[config.mk]
export PLATFORM = sky130hd
export DESIGN_NAME = uart_mmio_ctrl
export DESIGN_NICKNAME = d
export VERILOG_FILES = /design/src/rtl/uart_mmio_ctrl.sv
export SDC_FILE = /design/constraint.sdc
export NUM_CORES = 1
export LEC_CHECK = 0
export ABC_AREA = 1
export CAP_MARGIN = 20
export CORE_MARGIN = 3
export CORE_UTILIZATION = 47
export CTS_BUF_LIST = sky130_fd_sc_hd__clkbuf_8
export DETAILED_ROUTE_END_ITERATION = 8
export PLACE_DENSITY = 0.9
export SLEW_MARGIN = 30
export SYNTH_ARGS = -nofsm -noshare
export SYNTH_HDL_FRONTEND = slang
export SYNTH_SLANG_ARGS = --single-unit
[constraint.sdc]
create_clock -name clk -period 4.3 [get_ports clk]
set_input_delay 0.86 -clock clk [delete_from_list [all_inputs] [get_ports clk]]
set_output_delay 0.86 -clock clk [all_outputs]
set_load 0.005 [all_outputs]
[src/rtl/uart_mmio_ctrl.sv]
// uart_mmio_ctrl: CPU-facing register window for the UART block.
// Decodes the 32-byte register window, sequences TX FIFO pushes and RX FIFO
// pops, stalls TXDATA stores on a full FIFO (bounded by a timeout), and owns
// the baud divisor, the sticky error flags and the interrupt line.
module uart_mmio_ctrl #(
    parameter logic [31:0] BASE_ADDR   = 32'h1000_0000,
    parameter int unsigned DEFAULT_DIV = 868,
    parameter int unsigned DIV_WIDTH   = 16,
    parameter int unsigned TX_TIMEOUT  = 4096
) (
    input  logic                 clk,
    input  logic                 reset,
    input  logic                 req_valid,
    input  logic                 req_we,
    input  logic [31:0]          req_addr,
    input  logic [31:0]          req_wdata,
    output logic                 req_ready,
    output logic                 rsp_valid,
    output logic [31:0]          rsp_rdata,
    output logic                 rsp_err,
    output logic                 tx_push,
    output logic [7:0]           tx_data,
    input  logic                 tx_full,
    input  logic                 tx_empty,
    input  logic                 tx_busy,
    output logic                 rx_pop,
    input  logic [7:0]           rx_data,
    input  logic                 rx_empty,
    input  logic                 rx_overrun,
    output logic [DIV_WIDTH-1:0] baud_div,
    output logic                 irq
);

    typedef enum logic [1:0] {
        S_IDLE    = 2'd0,
        S_TX_WAIT = 2'd1,
        S_RX_POP  = 2'd2
    } state_e;

    localparam logic [4:0] OFF_TXDATA = 5'h00;
    localparam logic [4:0] OFF_RXDATA = 5'h04;
    localparam logic [4:0] OFF_STATUS = 5'h08;
    localparam logic [4:0] OFF_CTRL   = 5'h0C;
    localparam logic [4:0] OFF_BAUD   = 5'h10;

    localparam int unsigned      CNT_W    = (TX_TIMEOUT > 1) ? $clog2(TX_TIMEOUT) : 1;
    localparam logic [CNT_W-1:0] CNT_LAST = CNT_W'(TX_TIMEOUT - 1);
    localparam logic [CNT_W-1:0] CNT_ONE  = CNT_W'(1);

    localparam logic [DIV_WIDTH-1:0] DIV_RESET = DIV_WIDTH'(DEFAULT_DIV);
    localparam logic [DIV_WIDTH-1:0] DIV_ZERO  = {DIV_WIDTH{1'b0}};
    localparam logic [DIV_WIDTH-1:0] DIV_ONE   = {{(DIV_WIDTH-1){1'b0}}, 1'b1};

    // FSM and registered response/strobe outputs
    state_e              state_q;
    logic                rsp_valid_q;
    logic                rsp_err_q;
    logic [31:0]         rsp_rdata_q;
    logic                tx_push_q;
    logic [7:0]          tx_data_q;
    logic                rx_pop_q;
    logic [7:0]          hold_q;
    logic [CNT_W-1:0]    cnt_q;

    // Architectural registers with their next-state values
    logic [2:0]          ctrl_q;
    logic [2:0]          ctrl_d;
    logic                overrun_q;
    logic                overrun_d;
    logic                drop_q;
    logic                drop_d;
    logic [DIV_WIDTH-1:0] baud_q;
    logic [DIV_WIDTH-1:0] baud_d;
    logic                irq_q;
    logic                irq_d;

    // Decode helpers
    logic [4:0]          offset_s;
    logic                addr_ok_s;
    logic                accept_s;
    logic                wr_ctrl_s;
    logic                wr_baud_s;
    logic                timeout_s;
    logic [31:0]         status_s;
    logic [31:0]         rdata_s;

    // Only the window offset matters; upper address bits arrive pre-decoded
    logic                unused_s;
    assign unused_s = ^{req_addr[31:5], req_wdata, BASE_ADDR};

    assign offset_s  = req_addr[4:0];
    assign req_ready = (state_q == S_IDLE);
    assign accept_s  = req_valid & req_ready;
    assign wr_ctrl_s = accept_s & req_we & addr_ok_s & (offset_s == OFF_CTRL);
    assign wr_baud_s = accept_s & req_we & addr_ok_s & (offset_s == OFF_BAUD);
    // Last allowed stall cycle with the FIFO still full: give up on the store
    assign timeout_s = (state_q == S_TX_WAIT) & tx_full & (cnt_q == CNT_LAST);
    assign status_s  = {26'h0, drop_q, overrun_q, tx_empty, tx_busy, ~rx_empty, tx_full};

    assign rsp_valid = rsp_valid_q;
    assign rsp_err   = rsp_err_q;
    assign rsp_rdata = rsp_rdata_q;
    assign tx_push   = tx_push_q;
    assign tx_data   = tx_data_q;
    assign rx_pop    = rx_pop_q;
    assign baud_div  = baud_q;
    assign irq       = irq_q;

    // Valid offsets are word aligned, so misaligned addresses fall to default
    always_comb begin
        addr_ok_s = 1'b0;
        case (offset_s)
            OFF_TXDATA, OFF_RXDATA, OFF_STATUS, OFF_CTRL, OFF_BAUD: addr_ok_s = 1'b1;
            default:                                                addr_ok_s = 1'b0;
        endcase
    end

    // Load data mux for the register window
    always_comb begin
        rdata_s = 32'h0;
        case (offset_s)
            OFF_RXDATA: begin
                if (rx_empty) begin
                    rdata_s = 32'h8000_0000;
                end else begin
                    rdata_s = {24'h0, rx_data};
                end
            end
            OFF_STATUS: rdata_s = status_s;
            OFF_CTRL:   rdata_s = {29'h0, ctrl_q};
            OFF_BAUD:   rdata_s = 32'(baud_q);
            default:    rdata_s = 32'h0;
        endcase
    end

    // Next state of CTRL, sticky flags, divisor and interrupt; a set beats a W1C clear
    always_comb begin
        ctrl_d    = ctrl_q;
        overrun_d = overrun_q;
        drop_d    = drop_q;
        baud_d    = baud_q;
        if (wr_ctrl_s) begin
            ctrl_d = req_wdata[2:0];
            if (req_wdata[8]) begin
                overrun_d = 1'b0;
            end else begin
                overrun_d = overrun_q;
            end
            if (req_wdata[9]) begin
                drop_d = 1'b0;
            end else begin
                drop_d = drop_q;
            end
        end else begin
            ctrl_d = ctrl_q;
        end
        if (rx_overrun) begin
            overrun_d = 1'b1;
        end else begin
            overrun_d = overrun_d;
        end
        if (timeout_s) begin
            drop_d = 1'b1;
        end else begin
            drop_d = drop_d;
        end
        if (wr_baud_s) begin
            if (req_wdata[DIV_WIDTH-1:0] == DIV_ZERO) begin
                baud_d = DIV_ONE;
            end else begin
                baud_d = req_wdata[DIV_WIDTH-1:0];
            end
        end else begin
            baud_d = baud_q;
        end
        irq_d = (ctrl_d[0] & ~rx_empty)
              | (ctrl_d[1] & tx_empty & ~tx_busy)
              | (ctrl_d[2] & overrun_d);
    end

    // Architectural registers and the registered interrupt line
    always_ff @(posedge clk) begin
        if (reset) begin
            ctrl_q    <= 3'b000;
            overrun_q <= 1'b0;
            drop_q    <= 1'b0;
            baud_q    <= DIV_RESET;
            irq_q     <= 1'b0;
        end else begin
            ctrl_q    <= ctrl_d;
            overrun_q <= overrun_d;
            drop_q    <= drop_d;
            baud_q    <= baud_d;
            irq_q     <= irq_d;
        end
    end

    // Request sequencer: accepts accesses, stalls TX stores, pops RX bytes
    always_ff @(posedge clk) begin
        if (reset) begin
            state_q     <= S_IDLE;
            rsp_valid_q <= 1'b0;
            rsp_err_q   <= 1'b0;
            rsp_rdata_q <= 32'h0;
            tx_push_q   <= 1'b0;
            tx_data_q   <= 8'h00;
            rx_pop_q    <= 1'b0;
            hold_q      <= 8'h00;
            cnt_q       <= '0;
        end else begin
            rsp_valid_q <= 1'b0;
            rsp_err_q   <= 1'b0;
            rsp_rdata_q <= 32'h0;
            tx_push_q   <= 1'b0;
            rx_pop_q    <= 1'b0;
            case (state_q)
                S_IDLE: begin
                    if (accept_s) begin
                        if (!addr_ok_s) begin
                            rsp_valid_q <= 1'b1;
                            rsp_err_q   <= 1'b1;
                        end else if (req_we && (offset_s == OFF_TXDATA)) begin
                            if (tx_full) begin
                                hold_q  <= req_wdata[7:0];
                                cnt_q   <= '0;
                                state_q <= S_TX_WAIT;
                            end else begin
                                tx_push_q   <= 1'b1;
                                tx_data_q   <= req_wdata[7:0];
                                rsp_valid_q <= 1'b1;
                            end
                        end else if (!req_we && (offset_s == OFF_RXDATA) && !rx_empty) begin
                            // Pop and respond while blocking the next request for one cycle
                            rx_pop_q    <= 1'b1;
                            rsp_valid_q <= 1'b1;
                            rsp_rdata_q <= rdata_s;
                            state_q     <= S_RX_POP;
                        end else begin
                            rsp_valid_q <= 1'b1;
                            if (req_we) begin
                                rsp_rdata_q <= 32'h0;
                            end else begin
                                rsp_rdata_q <= rdata_s;
                            end
                        end
                    end else begin
                        state_q <= S_IDLE;
                    end
                end
                S_TX_WAIT: begin
                    if (!tx_full) begin
                        tx_push_q   <= 1'b1;
                        tx_data_q   <= hold_q;
                        rsp_valid_q <= 1'b1;
                        state_q     <= S_IDLE;
                    end else if (cnt_q == CNT_LAST) begin
                        rsp_valid_q <= 1'b1;
                        rsp_err_q   <= 1'b1;
                        state_q     <= S_IDLE;
                    end else begin
                        cnt_q <= cnt_q + CNT_ONE;
                    end
                end
                S_RX_POP: begin
                    state_q <= S_IDLE;
                end
                default: begin
                    state_q <= S_IDLE;
                end
            endcase
        end
    end

endmodule

==> out/metrics.yaml <==
critPathKind: "in2reg"
dpl.cell_count: 624
fin_skew_ns: 0.005457
synth-edff-count: 0
synthTopCellsByCount: "nand2_1 (83), nor2_1 (78), dfxtp_1 (73)"
syn_inst: 461
total_power_mw: 1.507
detail_route.wl_per_cell_microns: 14.16
placed_area_sq_mm: 0.004126
fin_cells: 640
max_freq_mhz: 399.7
cp-start-kind: "input port"
worst_pin_slew_ns: 0.9142
ys.flop_type: "dfxtp_1"
max_stage_delay_ns: 0.52
insertion_delay_ns: 0.36
h-tree-depth: 3
root_buffer: "clkbuf_8"
grt_pass1_wl_mm: 14.88
synth.most_common_cell: "nand2_1"
worst_path_max_delay_cell: "clkdlybuf4s50_1"
portBuffers: 84
ir_worst_vdd_mv: 0.1694
ys_async_sr_fraction_pct: 0
vias_per_cell: 5.117
status: "finished, final reports clean"
p_leak_nw: 1.768
rows: 29
grt_max_degree: 34
hold_viol: 0
clkTransAtPathRegs_ns: 0.08
area_delta_synth_final_pct: 33.46
min_path_type: "reg2reg"
core_area_sq_mm: 0.006568
final_area_sq_mm: 0.004402
slew_violations: 0
yosysTopAreaCell: "dfxtp_1"
synth_top_area_share_pct: 44.31
critPathArrivalTime_ns: 2.76
post_cts_resized: 0
via_count: 3275
max_slew_margin_pct: 38.99
nets: 624
post-dp-hpwl_mm: 6.554
grt_pass1_vias: 3137
cp_num_buf_inv: 3
power_density_mw_per_mm2: 342.4
rsz0062_at_grt: "false"
overflow: 0
clk_path_buf_depth: 2
crit_chain: "clkdlybuf4s50_1, nor2_4, nand2_2, nor2_2, nand2_2, nor2_4, inv_2, nand2_4, inv_1, nor2_1, nor2_1"
cp-end-kind: "flip-flop"
cts_hold_buf: 0
design.portCount: 143
synth_area_sq_mm: 0.003298
syn_avg_cell_area_sq_um: 7.154
post_cts.repair.setup_buffers: 0
initial_core_util_pct: 50.22
routed_wl_mm: 9.060
finalCriticalPeriod_ns: 2.502
synth-seq-cells: 73
fin_tns_setup_ns: 0
chipHeight_microns: 89.77
cp.required_ns: 4.56
max_cap_viol_count: 0
synth_area_leaders: "dfxtp_1 (44%), nand2_1 (9.4%), nor2_1 (8.9%)"
finalSetupViolCount: 0
cts_num_sinks: 73
cp_top_family: "simple AND/OR/NAND/NOR gates"
yosys_warnings: 0
ys_types: 32
drive_gt1_share_pct: 6.216
die_w_microns: 89.77
num_antenna_cells: 0
track_usage_pct: 22.71
dr.first_iter.drc_count: 240
ys_seq_area_share_pct: 44.31
min_period_over_period_pct: 58.18
cts_tree: "done"
design.die.area_sq_mm: 0.008059
gp_congestion: 0.9464
antenna_found_initial: 0
detail-route-antenna-nets: 0
firstDrtPassIters: 5
drc: 0
cts_buffers: 9
cp_max_fo: 15
-- cells by family after synthesis --
| family | count (synthesis) | synth area share [%] |
|---|---|---|
| DFF | 73 | 44.31 |
| adders and majority gates | 1 | 0.3793 |
| buffers and inverters | 77 | 11.19 |
| xor gates and xnor gates | 3 | 0.7968 |
| other | 1 | 0.1137 |
| and+or+nand+nor | 215 | 28.53 |
| AOI/OAI and AO/OA | 91 | 14.68 |
-- worst paths after layout --
check        cells past startpoint        end  slack, ns        start
max reg2reg                      8   cnt_q[2]       2.28     cnt_q[0]
min                              2  hold_q[0]       0.45    hold_q[0]
max                             11   cnt_q[2]       1.80  req_addr[2]
min reg2reg                      2  hold_q[0]       0.45    hold_q[0]
-- routing by layer --
layer | track usage [%] | wire (microns)
met1 | 26.89 | 3741
met2 | 38.91 | 4414
met3 | 6.511 | 713
met4 | 8.812 | 192
met5 | 0 | 0
-- layout make-up --
cell class | count | area (sq um)
Fill cell | 527 | 2166
Multi-Input combinational cell | 325 | 1520
Sequential cell | 73 | 1461
Timing Repair Buffer | 85 | 848.3
Inverter | 48 | 180.2
Clock buffer | 10 | 137.6
Clock inverter | 6 | 137.6
Tap cell | 93 | 116.4
-- placed cells by master (no fill, tap or decap) --
cell type / count
nor2_1: 78
nor2_2: 2
nand2_2: 2
bufinv_16: 4
nand2_1: 83
nand2_4: 1
buf_4: 1
ha_1: 1
clkinv_4: 1
clkdlybuf4s50_1: 84
dfxtp_1: 73
clkbuf_8: 10
nand3b_1: 2
inv_1: 44
conb_1: 15
a31oi_1: 1
a211oi_1: 5
nor3_2: 1
inv_6: 1
nand4_1: 4
nor3_1: 10
nor4_1: 4
o21ai_2: 1
a22oi_1: 3
nand3_2: 2
xor2_1: 3
nand3_1: 22
o22ai_1: 1
a21oi_1: 35
nor2_4: 4
inv_2: 4
o211ai_1: 1
o21ai_0: 44
-- metrics by stage --
stage	setup slack, ns	utilization [%]	hold slack (ns)
final	1.798	67.02	0.4519
after global routing	1.623	67.02	0.4794
after CTS	1.817	67.02	0.4569
after detailed placement	1.432	62.83	0.4430
after global placement	1.466	62.83	0.4363
after floorplan	2.351	-	0.4246
-- sequential cells by signal, summed over array words and instances (netlist names) --
name	count
state_q	2
baud_div	16
rsp_valid	1
hold_q	8
rsp_rdata	17
irq	1
ctrl_q	3
overrun_q	1
rx_pop	1
drop_q	1
tx_push	1
tx_data	8
rsp_err	1
cnt_q	12
-- report_power, final --
group	switching [mW]	internal, mW
combinational	0.0506	0.0469
sequential	0.00220	0.680
clock	0.265	0.463
total	0.318	1.19
-- worst reg2reg max path, delay by kind of cell, from the launching register on --
family	cells	cell delay [ns]
simple gates	6	1.10
flops	1	0.42
compound gates	1	0.20
fa+ha+maj	1	0.19
(Power assumes the default switching activity.)
==> patch 1 (config.mk and constraints unchanged) <==
Set the parameter `DIV_WIDTH` to 32 (it was 16).
--- a/src/rtl/uart_mmio_ctrl.sv
+++ b/src/rtl/uart_mmio_ctrl.sv
@@ -6,5 +6,5 @@
     parameter logic [31:0] BASE_ADDR   = 32'h1000_0000,
     parameter int unsigned DEFAULT_DIV = 868,
-    parameter int unsigned DIV_WIDTH   = 16,
+    parameter int unsigned DIV_WIDTH   = 32,
     parameter int unsigned TX_TIMEOUT  = 4096
 ) (
Interface: changed (resized baud_div); port bits go from 143 to 159. The function was not compared with the original's and may differ.
==> patch 1 against the unedited design <==
- non-clock buffer count is 49 higher
- worst hold slack gained 17 ps
- count of clock-buffer cells in the layout is 1 lower
- sequential cell count is 31 higher
- via count is 34% higher
- cell count increased by 29%
- total power is 17% higher
- critical path type unchanged
- setup slack gained 54 ps
- die area is 32% higher
- largest cell class is now sequential cells
- area after synthesis grew 34%
- cell area rose by 36%
- global-route usage is 0.32 points higher
- routed wire length is 38% higher
==> patch 1: results (changes against the unedited design) <==
status finished, final reports clean (unchanged); root buf cell clkbuf_8 (unchanged); hpwl dp 9313 um (was 6554 um); gpl congestion 0.9394 (was 0.9464); Crit path max-delay family buffers and inverters (was simple AND/OR/NAND/NOR gates); wire per inst 15.13 um (was 14.16 um); fillers 721 (was 527); Signal inverters 70 (was 48); Worst Clk Skew 17.32 ps (was 5.457 ps); Hold Crit Start baud_div[13]$_SDFFE_PP0P_ (was hold_q[0]$_SDFFE_PP0P_); M1 GR Usage 0.3057 (was 0.2689); post_cts resized 0 (unchanged); flop-to-flop setup slack 2250 ps (was 2280 ps); slowest CP cell clkdlybuf4s50_1 (unchanged); CLK BUF 9 (was 10); syn_area_per_cell 7.486 um^2 (was 7.154 um^2); met3 usage 0.03789 (was 0.06511); #MultiIn Comb 395 (was 325); clk slew on worst S/H paths 120 ps (was 80 ps); largest net degree at the start of global routing 51 (was 34); multi-input logic area 1958 um^2 (was 1520 um^2); share of cells above drive strength 1 0.06537 (was 0.06216); Max Freq 0.4085 GHz (was 0.3997 GHz); Leak Pwr 2.400 nW (was 1.768 nW); P_sw 0.4470 mW (was 0.3178 mW); Bufs on Longest Clock Path 2 (unchanged); Synth area leaders dfxtp_1 47%, nand2_1 8.9%, nor2_1 7.1% (was dfxtp_1 44%, nand2_1 9.4%, nor2_1 8.9%); Met2 Wirelength 5890 um (was 4414 um); met2 Resource Use GR 0.3670 (was 0.3891); Slew @ Worst Pin 623.3 ps (was 914.2 ps); commonest cells in the netlist 105 x nand2_1, 104 x dfxtp_1, 84 x nor2_1, 64 x inv_1, 61 x o21ai_0 (was 83 x nand2_1, 78 x nor2_1, 73 x dfxtp_1, 44 x inv_1, 44 x o21ai_0); Via-to-Cell Ratio 5.305 (was 5.117); DRT Pass-1 Iters 6 (was 5); Clock Sinks 104 (was 73); met1 WL 5246 um (was 3741 um); clock network contribution to total cell area 0.03613 (was 0.06254); beginning of the critical path req_addr[3] (was req_addr[2]); maximum VDD drop 0.2008 mV (was 0.1694 mV); Final nets 796 (was 624); CP max FO 36 (was 15); Synth cell types 35 (was 32); CP endpoint baud_div[20]$_SDFFE_PP0P_ (was cnt_q[2]$_SDFFE_PP0P_); worst-case hold path end point rsp_rdata[13]$_SDFF_PP0_ (was hold_q[0]$_SDFFE_PP0P_); buffers added on ports 131 (was 84); pre-CTS setup slack 1500 ps (was 1432 ps); Seq/total area 0.3475 (was 0.3320); total track usage 0.2303 (was 0.2271); Signal buffers 134 (was 85); arrival time worst endpoint 2750 ps (was 2760 ps); reg2reg end cnt_q[1]$_SDFFE_PP0P_ (was cnt_q[2]$_SDFFE_PP0P_); Signal buf overhead 0.2226 (was 0.1927); DR vias 4,387 (was 3,275)
patch 1: kinds of logic after synthesis:
logic type      after synthesis  share of synthesized area
flops                       104                     0.4706
xor+xnor                      1                   0.001980
fa+ha+maj                     1                   0.002828
buf+inv                      92                    0.08682
simple gates                269                     0.2904
compound gates              124                     0.1473
patch 1: stage by stage:
step	hold slack (ps)	power, mW	util
floorplan	445.4	1.049	-
global placement	448.0	1.123	0.6464
detailed placement	454.8	1.126	0.6464
CTS	471.4	1.767	0.6706
global route	492.7	1.821	0.6706
finish	468.9	1.767	0.6706
patch 1: tightest hold or removal path: cells and delay by family, from the launching register on:
family        cells  cell delay (ps)
flops             1              350
simple gates      2              100
patch 1: power groups by stage:
stage | Clock (mW) | Sequential [mW] | Combinational (mW)
2_1_floorplan | 0 | 0.993 | 0.0556
3_3_place_gp | 0 | 0.993 | 0.129
3_5_place_dp | 0 | 0.994 | 0.132
4_1_cts | 0.663 | 0.972 | 0.133
5_1_grt | 0.703 | 0.973 | 0.146
6_report | 0.662 | 0.972 | 0.134
==> patch 2 (config.mk and constraints unchanged) <==
Without the edit above. Re-encode `state_e` (3 states) as one-hot, 3 bits wide.
--- a/src/rtl/uart_mmio_ctrl.sv
+++ b/src/rtl/uart_mmio_ctrl.sv
@@ -32,8 +32,8 @@
 );
 
-    typedef enum logic [1:0] {
-        S_IDLE    = 2'd0,
-        S_TX_WAIT = 2'd1,
-        S_RX_POP  = 2'd2
+    typedef enum logic [2:0] {
+        S_IDLE    = 3'b001,
+        S_TX_WAIT = 3'b010,
+        S_RX_POP  = 3'b100
     } state_e;
 
Behaviour: no difference found for any inputs over 4 cycles, from zero or initial values and one cycle with reset high; so few cycles prove little.
==> patch 2 against the unedited design <==
- synthesized cell count up 1.5%
- cell count increased by 1.6%
- clock power is 30% lower
- total power shrank 14%
- via count about the same
- non-clock buffer count unchanged
- area after synthesis up 0.38%
- worst hold slack improved by 19 ps
- routed wire length decreased by 4.9%
- sequential share of layout area up 0.85 points
- cell area shrank 1.2%
- sequential cell count is 1 higher
- setup slack lost 82 ps
- largest cell class unchanged
- largest power group is now sequential cells
==> patch 2: results (changes against the unedited design) <==
first-pass GRT wire length 14,220 um (was 14,880 um); DR iter-0 viols 189 (was 240); worst-case hold path end point hold_q[6]$_SDFFE_PP0P_ (was hold_q[0]$_SDFFE_PP0P_); initial antenna violation count 0 (unchanged); commonest cells in the netlist 113 x nand2_1, 83 x nor2_1, 74 x dfxtp_1, 43 x inv_1 (was 83 x nand2_1, 78 x nor2_1, 73 x dfxtp_1, 44 x inv_1, 44 x o21ai_0); Synth area leaders dfxtp_1 45%, nand2_1 13%, nor2_1 9.4% (was dfxtp_1 44%, nand2_1 9.4%, nor2_1 8.9%); antenna cells 0 (unchanged); arrival time worst endpoint 2860 ps (was 2760 ps); hpwl dp 6293 um (was 6554 um); Adder-Cell Fraction of Synth Area 0.003779 (was 0.003794); Final nets 635 (was 624); M1 GR Usage 0.2694 (was 0.2689); TNS Setup 0 ps (unchanged); synthesized instance count 468 (was 461); flop-to-flop setup slack 2590 ps (was 2280 ps); DRT Pass-1 Iters 4 (was 5); Leak Pwr 1.754 nW (was 1.768 nW); Hold Crit Start hold_q[6]$_SDFFE_PP0P_ (was hold_q[0]$_SDFFE_PP0P_); reg2reg end cnt_q[2]$_SDFFE_PP0P_ (unchanged); Seq power 0.691 mW (was 0.682 mW); DR WL met3 535 um (was 713 um); Logic pwr share 0.079 (was 0.065); worst hold slack 471.3 ps (was 451.9 ps); xor/xnor share of the synthesized area 0.002646 (was 0.007967); clk slew on worst S/H paths 70 ps; maximum VDD drop 0.1620 mV (was 0.1694 mV); Synth Warn # 0 (unchanged); max reg flops 17 (unchanged); Sw Ratio 0.2331 (was 0.2109); DR vias 3,276 (was 3,275); Hold Crit Class flop to flop (unchanged); Top Metal Used met4 (unchanged); CP max FO 33 (was 15); vias in the first global route 3,073 (was 3,137); met3 usage 0.04674 (was 0.06511); Post-Layout Cell Count 650 (was 640); total track usage 0.2125 (was 0.2271); sequential area share after synthesis 0.4475 (was 0.4431); met1 WL 3769 um (was 3741 um); R2R Path Start state_q[1]$_SDFFE_PP0P_ (was cnt_q[0]$_SDFFE_PP0P_); buffers added on ports 84 (unchanged); Post-synth ARST share 0 (unchanged); wire per inst 13.26 um (was 14.16 um); post-synthesis mux area share 0 (unchanged); Met2 Wirelength 4134 um (was 4414 um); worst skew pair latency 350 ps; maxcap violations 0 (unchanged); Clock Sinks 74 (was 73); share of cells above drive strength 1 0.06822 (was 0.06216); status finished, final reports clean (unchanged); gpl congestion 0.8474 (was 0.9464); root buf cell clkbuf_8 (unchanged); relative slew slack 0.6490 (was 0.3899); Synth Area in Compound Gates 0.1270 (was 0.1468); Reg2Reg Depth 8 (unchanged); met2 Resource Use GR 0.3528 (was 0.3891); Synth cell types 31 (was 32); Worst Clk Skew 8.902 ps (was 5.457 ps)
-- patch 2: cell types whose count changed after synthesis, moves of 3 or more --
cell / delta
nor2_1: +5
o21ai_0: -12
a21oi_1: -3
nand2_1: +30
nand3_1: -6
a211oi_1: +3
nor4_1: -4
nor3_1: -4
-- patch 2: per-stage QoR --
step	setup slack [ps]	area [um^2]	power [mW]
after floorplan	2392	3363	0.7589
after detailed placement	1397	4167	0.8073
after global routing	1610	4350	1.351
after CTS	1755	4350	1.309
after global placement	1412	4167	0.8050
final	1716	4350	1.301
-- patch 2: critical path, stage by stage --
cell and delay (ps):
clkdlybuf4s50_1 410, buf_4 240, inv_1 440, nand2_1 110
nor3_1 310, nand2_1 270, a31oi_1 210
-- patch 2: logic make-up (layout without fill, tap and decap cells) --
| logic type | count (synthesis) | count (layout) |
|---|---|---|
| and+or+nand+nor | 239 | 239 |
| AOI/OAI and AO/OA | 78 | 78 |
| DFF | 74 | 74 |
| buffers and inverters | 74 | 149 |
| adders and majority gates | 1 | 1 |
| other | 1 | 15 |
| xor gates and xnor gates | 1 | 1 |
-- patch 2: worst max-delay path by stage --
stage                 from                      end  depth (start not counted)
3_3_place_gp         reset  rsp_rdata[4]$_SDFF_PP0_                          7
3_5_place_dp         reset  rsp_rdata[4]$_SDFF_PP0_                          7
2_1_floorplan  req_addr[1]   cnt_q[11]$_SDFFE_PP0P_                          9
5_1_grt              reset  rsp_rdata[4]$_SDFF_PP0_                          7
6_report             reset  rsp_rdata[4]$_SDFF_PP0_                          7
4_1_cts              reset  rsp_rdata[4]$_SDFF_PP0_                          7
-- patch 2: final cells by class --
class	instances	area, um^2
well taps	93	116.4
fillers	551	2217
clock buffers	9	123.9
inverters	49	183.9
clock inverters	6	60.06
multi-input cells	334	1536
repair buffers	85	848.3
flip-flops and latches	74	1481
